--- src/rtl/div_arbiter.sv ---
// Two-requester front end for a shared iterative divider: round-robin grant,
// operand pre-check, watchdog timeout and a registered one-cycle response.
module div_arbiter #(
  parameter int unsigned TIMEOUT = 64
) (
  input  logic        clk,
  input  logic        rst,
  input  logic        req0,
  input  logic        req1,
  input  logic [9:0]  dvd0,
  input  logic [9:0]  dvd1,
  input  logic [4:0]  dvs0,
  input  logic [4:0]  dvs1,
  output logic        ack0,
  output logic        ack1,
  output logic        rsp_valid,
  output logic        rsp_id,
  output logic [9:0]  rsp_q,
  output logic [4:0]  rsp_r,
  output logic [1:0]  rsp_err,
  output logic        busy,
  output logic        div_start,
  output logic        div_gotResult,
  output logic [9:0]  div_dividend,
  output logic [4:0]  div_divisor,
  input  logic        div_done,
  input  logic [9:0]  div_Q,
  input  logic [10:0] div_A
);

  localparam int unsigned DW = 10;
  localparam int unsigned VW = 5;
  localparam int unsigned CW = 8;

  localparam logic [1:0] ERR_OK   = 2'b00;
  localparam logic [1:0] ERR_DIV0 = 2'b01;
  localparam logic [1:0] ERR_OVF  = 2'b10;
  localparam logic [1:0] ERR_TMO  = 2'b11;

  typedef enum logic [2:0] {IDLE, LAUNCH, WAIT, CAPTURE, RESP} state_t;

  state_t          state, state_nxt;
  logic            grant, grant_nxt;
  logic            last_grant;
  logic [CW-1:0]   cnt;
  logic            any_req;
  logic            sel;
  logic [DW-1:0]   sel_dvd;
  logic [VW-1:0]   sel_dvs;
  logic [1:0]      pre_err;
  logic            timeout;

  // Upper remainder bits are never needed: the remainder is narrower than the divisor.
  logic unused_div_a;
  assign unused_div_a = ^div_A[10:5];

  // Arbitration, operand pre-check and next-state decode.
  always_comb begin
    any_req   = req0 | req1;
    sel       = (req0 && req1) ? ~last_grant : req1;
    sel_dvd   = sel ? dvd1 : dvd0;
    sel_dvs   = sel ? dvs1 : dvs0;
    if (sel_dvs == '0)
      pre_err = ERR_DIV0;
    else if (sel_dvd[DW-1 -: VW] >= sel_dvs)
      pre_err = ERR_OVF;
    else
      pre_err = ERR_OK;
    timeout   = (cnt == CW'(TIMEOUT - 1));
    state_nxt = state;
    grant_nxt = grant;
    case (state)
      IDLE: begin
        if (any_req) begin
          grant_nxt = sel;
          state_nxt = (pre_err != ERR_OK) ? RESP : LAUNCH;
        end
      end
      LAUNCH:  state_nxt = WAIT;
      WAIT: begin
        if (div_done)
          state_nxt = CAPTURE;
        else if (timeout)
          state_nxt = RESP;
      end
      CAPTURE: state_nxt = RESP;
      RESP:    state_nxt = IDLE;
      default: state_nxt = IDLE;
    endcase
  end

  // State, watchdog, operand latch and registered outputs (decoded from next state).
  always_ff @(posedge clk) begin
    if (rst) begin
      state         <= IDLE;
      grant         <= 1'b0;
      last_grant    <= 1'b1;
      cnt           <= '0;
      busy          <= 1'b0;
      div_start     <= 1'b0;
      div_gotResult <= 1'b0;
      rsp_valid     <= 1'b0;
      ack0          <= 1'b0;
      ack1          <= 1'b0;
      rsp_id        <= 1'b0;
      rsp_q         <= '0;
      rsp_r         <= '0;
      rsp_err       <= ERR_OK;
      div_dividend  <= '0;
      div_divisor   <= '0;
    end else begin
      state         <= state_nxt;
      grant         <= grant_nxt;
      busy          <= (state_nxt != IDLE);
      div_start     <= (state_nxt == LAUNCH);
      div_gotResult <= (state_nxt == CAPTURE);
      rsp_valid     <= (state_nxt == RESP);
      ack0          <= (state_nxt == RESP) && !grant_nxt;
      ack1          <= (state_nxt == RESP) && grant_nxt;

      if (state == IDLE && any_req) begin
        div_dividend <= sel_dvd;
        div_divisor  <= sel_dvs;
      end

      if (state == IDLE)
        cnt <= '0;
      else if (state == WAIT)
        cnt <= cnt + CW'(1);

      if (state == RESP)
        last_grant <= grant;

      // Response fields change only on entry to RESP and hold until the next one.
      if (state_nxt == RESP) begin
        rsp_id <= grant_nxt;
        case (state)
          IDLE: begin
            rsp_q   <= '0;
            rsp_r   <= '0;
            rsp_err <= pre_err;
          end
          CAPTURE: begin
            rsp_q   <= div_Q;
            rsp_r   <= div_A[VW-1:0];
            rsp_err <= ERR_OK;
          end
          default: begin
            rsp_q   <= '0;
            rsp_r   <= '0;
            rsp_err <= ERR_TMO;
          end
        endcase
      end
    end
  end

endmodule

--- config.mk ---
export PLATFORM = sky130hd
export DESIGN_NAME = div_arbiter
export DESIGN_NICKNAME = d
export VERILOG_FILES = /design/src/rtl/div_arbiter.sv
export SDC_FILE = /design/constraint.sdc
export NUM_CORES = 1
export LEC_CHECK = 0
export BUFFER_PORTS_ARGS = -buffer_cell sky130_fd_sc_hd__buf_2
export CORE_MARGIN = 2
export CORE_UTILIZATION = 50
export CTS_BUF_LIST = sky130_fd_sc_hd__clkbuf_16
export CTS_CLUSTER_DIAMETER = 80
export DETAILED_ROUTE_END_ITERATION = 7
export HOLD_SLACK_MARGIN = 0.1
export PLACE_DENSITY = 0.83
export SKIP_CTS_REPAIR_TIMING = 1
export SYNTH_ARGS = -nofsm -noshare
export SYNTH_HDL_FRONTEND = slang
export SYNTH_SLANG_ARGS = --single-unit
--- constraint.sdc ---
create_clock -name clk -period 4.95 [get_ports clk]
set_input_delay 0 -clock clk [delete_from_list [all_inputs] [get_ports clk]]
set_output_delay 0 -clock clk [all_outputs]
set_load 0.005 [all_outputs]
==> results.py <==
metrics = {
    "synthesis": {
        "syn_nets": 289,
        "ys_seq_area_share_pct": 47.4,
        "synth-compound-area-share_pct": 18.0,
        "synth_area_um2": 2200,
        "yosysWarnings": 0,
        "synth_top_family_by_area": "compound AO/OA/AOI/OAI gates",
        "synth_xor_area_share_pct": 1.99,
        "synth-edff-count": 0,
        "synthDominantCellAreaShare_pct": 47.4,
        "syn_inst": 227,
        "synthMostInstantiatedCell": "dfxtp_1",
        "async_flop_share_pct": 0,
        "synth_area_leaders": "dfxtp_1 (47%), a22o_1 (6.0%), nor2_1 (6.0%)",
        "synth_fa_ha_area_share_pct": 3.41,
        "synth-simple-area-share_pct": 17.9,
        "synthDistinctLibCells": 43,
        "muxShareOfSynthArea_pct": 7.11,
        "avgSynthCellArea_um2": 9.68,
        "synth-main-ff-cell": "dfxtp_1",
        "synthTopCellsByCount": "dfxtp_1 (52), nor2_1 (35), a22o_1 (15)",
        "ys_ff_latch": 52,
        "yosys.area.top_type": "dfxtp_1",
    },
    "status": {
        "outcome": "complete, no violations",
    },
    "global_routing": {
        "grt_pass1_wl_um": 7840,
        "grtUsageTotal_pct": 19.6,
        "grt_antenna_before_repair": 0,
        "grt_pass1_vias": 1807,
        "grt_max_degree": 27,
        "overflow": 0,
    },
    "clock_tree": {
        "cts_buffers": 5,
        "clock-sinks": 52,
        "cts_tree": "built",
        "cts.clk_slew.worst_paths_ns": 0.07,
        "cts_htree_levels": 2,
        "insertion_delay_ns": 0.29,
        "cts_buffer_depth": 2,
        "cts_root_buf": "clkbuf_16",
    },
    "power_and_ir_drop": {
        "powerDensity_nw_per_um2": 391,
        "p_total_uw": 1180,
        "power.static_leakage_uw": 0.00141,
        "ir_drop_mv": 0.192,
    },
    "placed_design": {
        "io_buffer_count": 88,
        "gp_congestion": 0.868,
        "dp_hpwl_um": 3640,
    },
    "flow_run": {
        "timing.max_cap.violations": 0,
    },
    "detailed_routing": {
        "maxUsedRoutingLayer": "met4",
        "dr_wl_met2_um": 2780,
        "via_per_inst": 5.33,
        "vias": 2058,
        "first_iter_violations": 88,
        "routed_wl_um": 5400,
        "antenna_left": 0,
        "met1_length_um": 2350,
        "wl_per_cell_um": 14.0,
        "drc": 0,
        "routed-wl-met3_um": 201,
        "first_pass_iters": 4,
    },
    "floorplan": {
        "die_h_um": 70.3,
        "start_util_pct": 51.2,
        "num_rows": 24,
        "ios": 95,
        "core_um2": 4290,
        "die_x_um": 70.3,
        "die_area_um2": 4940,
    },
    "setup_path": {
        "cpMaxStageDelayCell": "nor3_4",
        "required_ns": 5.19,
        "path_max_fanout": 15,
        "cp-end-kind": "flop",
        "critPathArrivalTime_ns": 3.70,
        "path_class": "reg -> reg",
        "path_cells": "a21boi_2 -> buf_4 -> mux2i_1 -> ha_1 -> a21oi_1 -> nand2_1 -> a211o_1 -> o21a_1 -> nor3_4 -> a22o_1",
        "max_stage_delay_ns": 0.54,
        "startpoint_type": "flop",
        "reg2reg_depth": 10,
    },
    "sta": {
        "fmax_ghz": 0.289,
        "finClkSkew_ns": 0.00813,
        "timing.final.crit_share_pct": 69.8,
        "slew-limit-headroom_pct": 36.4,
        "finalHoldViolCount": 0,
        "drv_slew": 0,
        "rsz0062_at_grt": "no",
        "post-route-min-period_ns": 3.46,
        "setup_violations": 0,
        "fin_setup_tns_ns": 0,
        "tightest_slew_ns": 0.951,
    },
    "finish": {
        "nets": 395,
        "drive_gt1_share_pct": 33.2,
        "n_antenna_cell": 0,
        "syn2layout_area_growth_pct": 37.4,
    },
    "worst_hold_path": {
        "hold_class": "in -> reg",
        "whs_path_depth": 3,
    },
}
-- final cells by class --
class,count,area [um2]
multi-input combinational,158,1060
clock buffer,5,125
tap,52,65.1
fill,310,1270
timing repair buffer,113,688
clock inverter,3,25.0
sequential,52,1040
inverter,3,11.3
-- cells in the final DEF, fill, tap and decap left out, drive strengths merged, types with 2 or more instances in the layout --
cell and n:
inv 5, nand2 7, xnor2 2, nor2 35, or3 4, a211oi 10, mux2i 10, dfxtp 52
nor3 12, a21oi 9, dlygate4sd3 24, or2 2, clkbuf 5, buf 89, mux2 5, ha 6
nand3 8, or4 2, o21a 3, a22o 15, o21ai 6, o21ba 2, xor2 3
-- metal layers --
layer,GRT usage [%],vias up
li1,-,1033
met1,23.5,954
met2,33.6,64
met3,5.05,7
met4,7.05,0
met5,0,-
-- cells by family (layout without fill, tap and decap cells) --
group | count (synthesis) | count (layout)
buffers and inverters | 17 | 124
AOI/OAI and AO/OA | 53 | 53
adders and majority gates | 6 | 6
xor gates and xnor gates | 5 | 5
muxes | 15 | 15
and+or+nand+nor | 79 | 79
DFF | 52 | 52
-- registers in the layout, summed over array words and instances (netlist names) --
register       count
div_gotResult      1
div_dividend      10
rsp_id             1
busy               1
grant              1
state              3
div_start          1
div_divisor        5
ack1               1
last_grant         1
rsp_q             10
cnt                8
ack0               1
rsp_r              5
rsp_valid          1
rsp_err            2
-- worst paths after layout --
path	start	to	slack (ns)
max	last_grant$_SDFFE_PP1N_	rsp_q[2]$_SDFFE_PP0N_	1.49
min	dvd0[4]	div_dividend[4]$_SDFFE_PP0P_	0.06
min reg2reg	rsp_q[6]$_SDFFE_PP0N_	rsp_q[6]$_SDFFE_PP0N_	0.47
max reg2reg	last_grant$_SDFFE_PP1N_	rsp_q[2]$_SDFFE_PP0N_	1.49
-- per-stage QoR --
stage,worst slack (ns),utilization [%],instance area [um2],cells,hold WS [ns]
global route,1.33,70.3,3020,386,0.134
finish,1.49,70.3,3020,386,0.0609
floorplan,2.26,-,2200,227,0.131
CTS,1.55,64.7,2780,362,-0.0817
detailed placement,1.59,61.2,2630,354,0.224
global placement,1.66,61.2,2630,354,0.215
-- power breakdown --
| part | internal (uW) | total [uW] | leakage [uW] | switching (uW) |
|---|---|---|---|---|
| combinational | 144 | 313 | 0.000911 | 169 |
| clock | 191 | 355 | 0.0000708 | 164 |
| sequential | 477 | 512 | 0.000425 | 35.7 |
| total | 812 | 1180 | 0.00141 | 369 |
-- worst max-delay path, delay by kind of cell (launching register included) --
family                     cells  cell delay, ns
muxes                          1            0.33
adders and majority gates      1            0.32
buffers and inverters          1            0.32
DFF                            1            0.32
AOI/OAI and AO/OA              5            1.49
and+or+nand+nor                2            0.61
(Power assumes the default switching activity.)
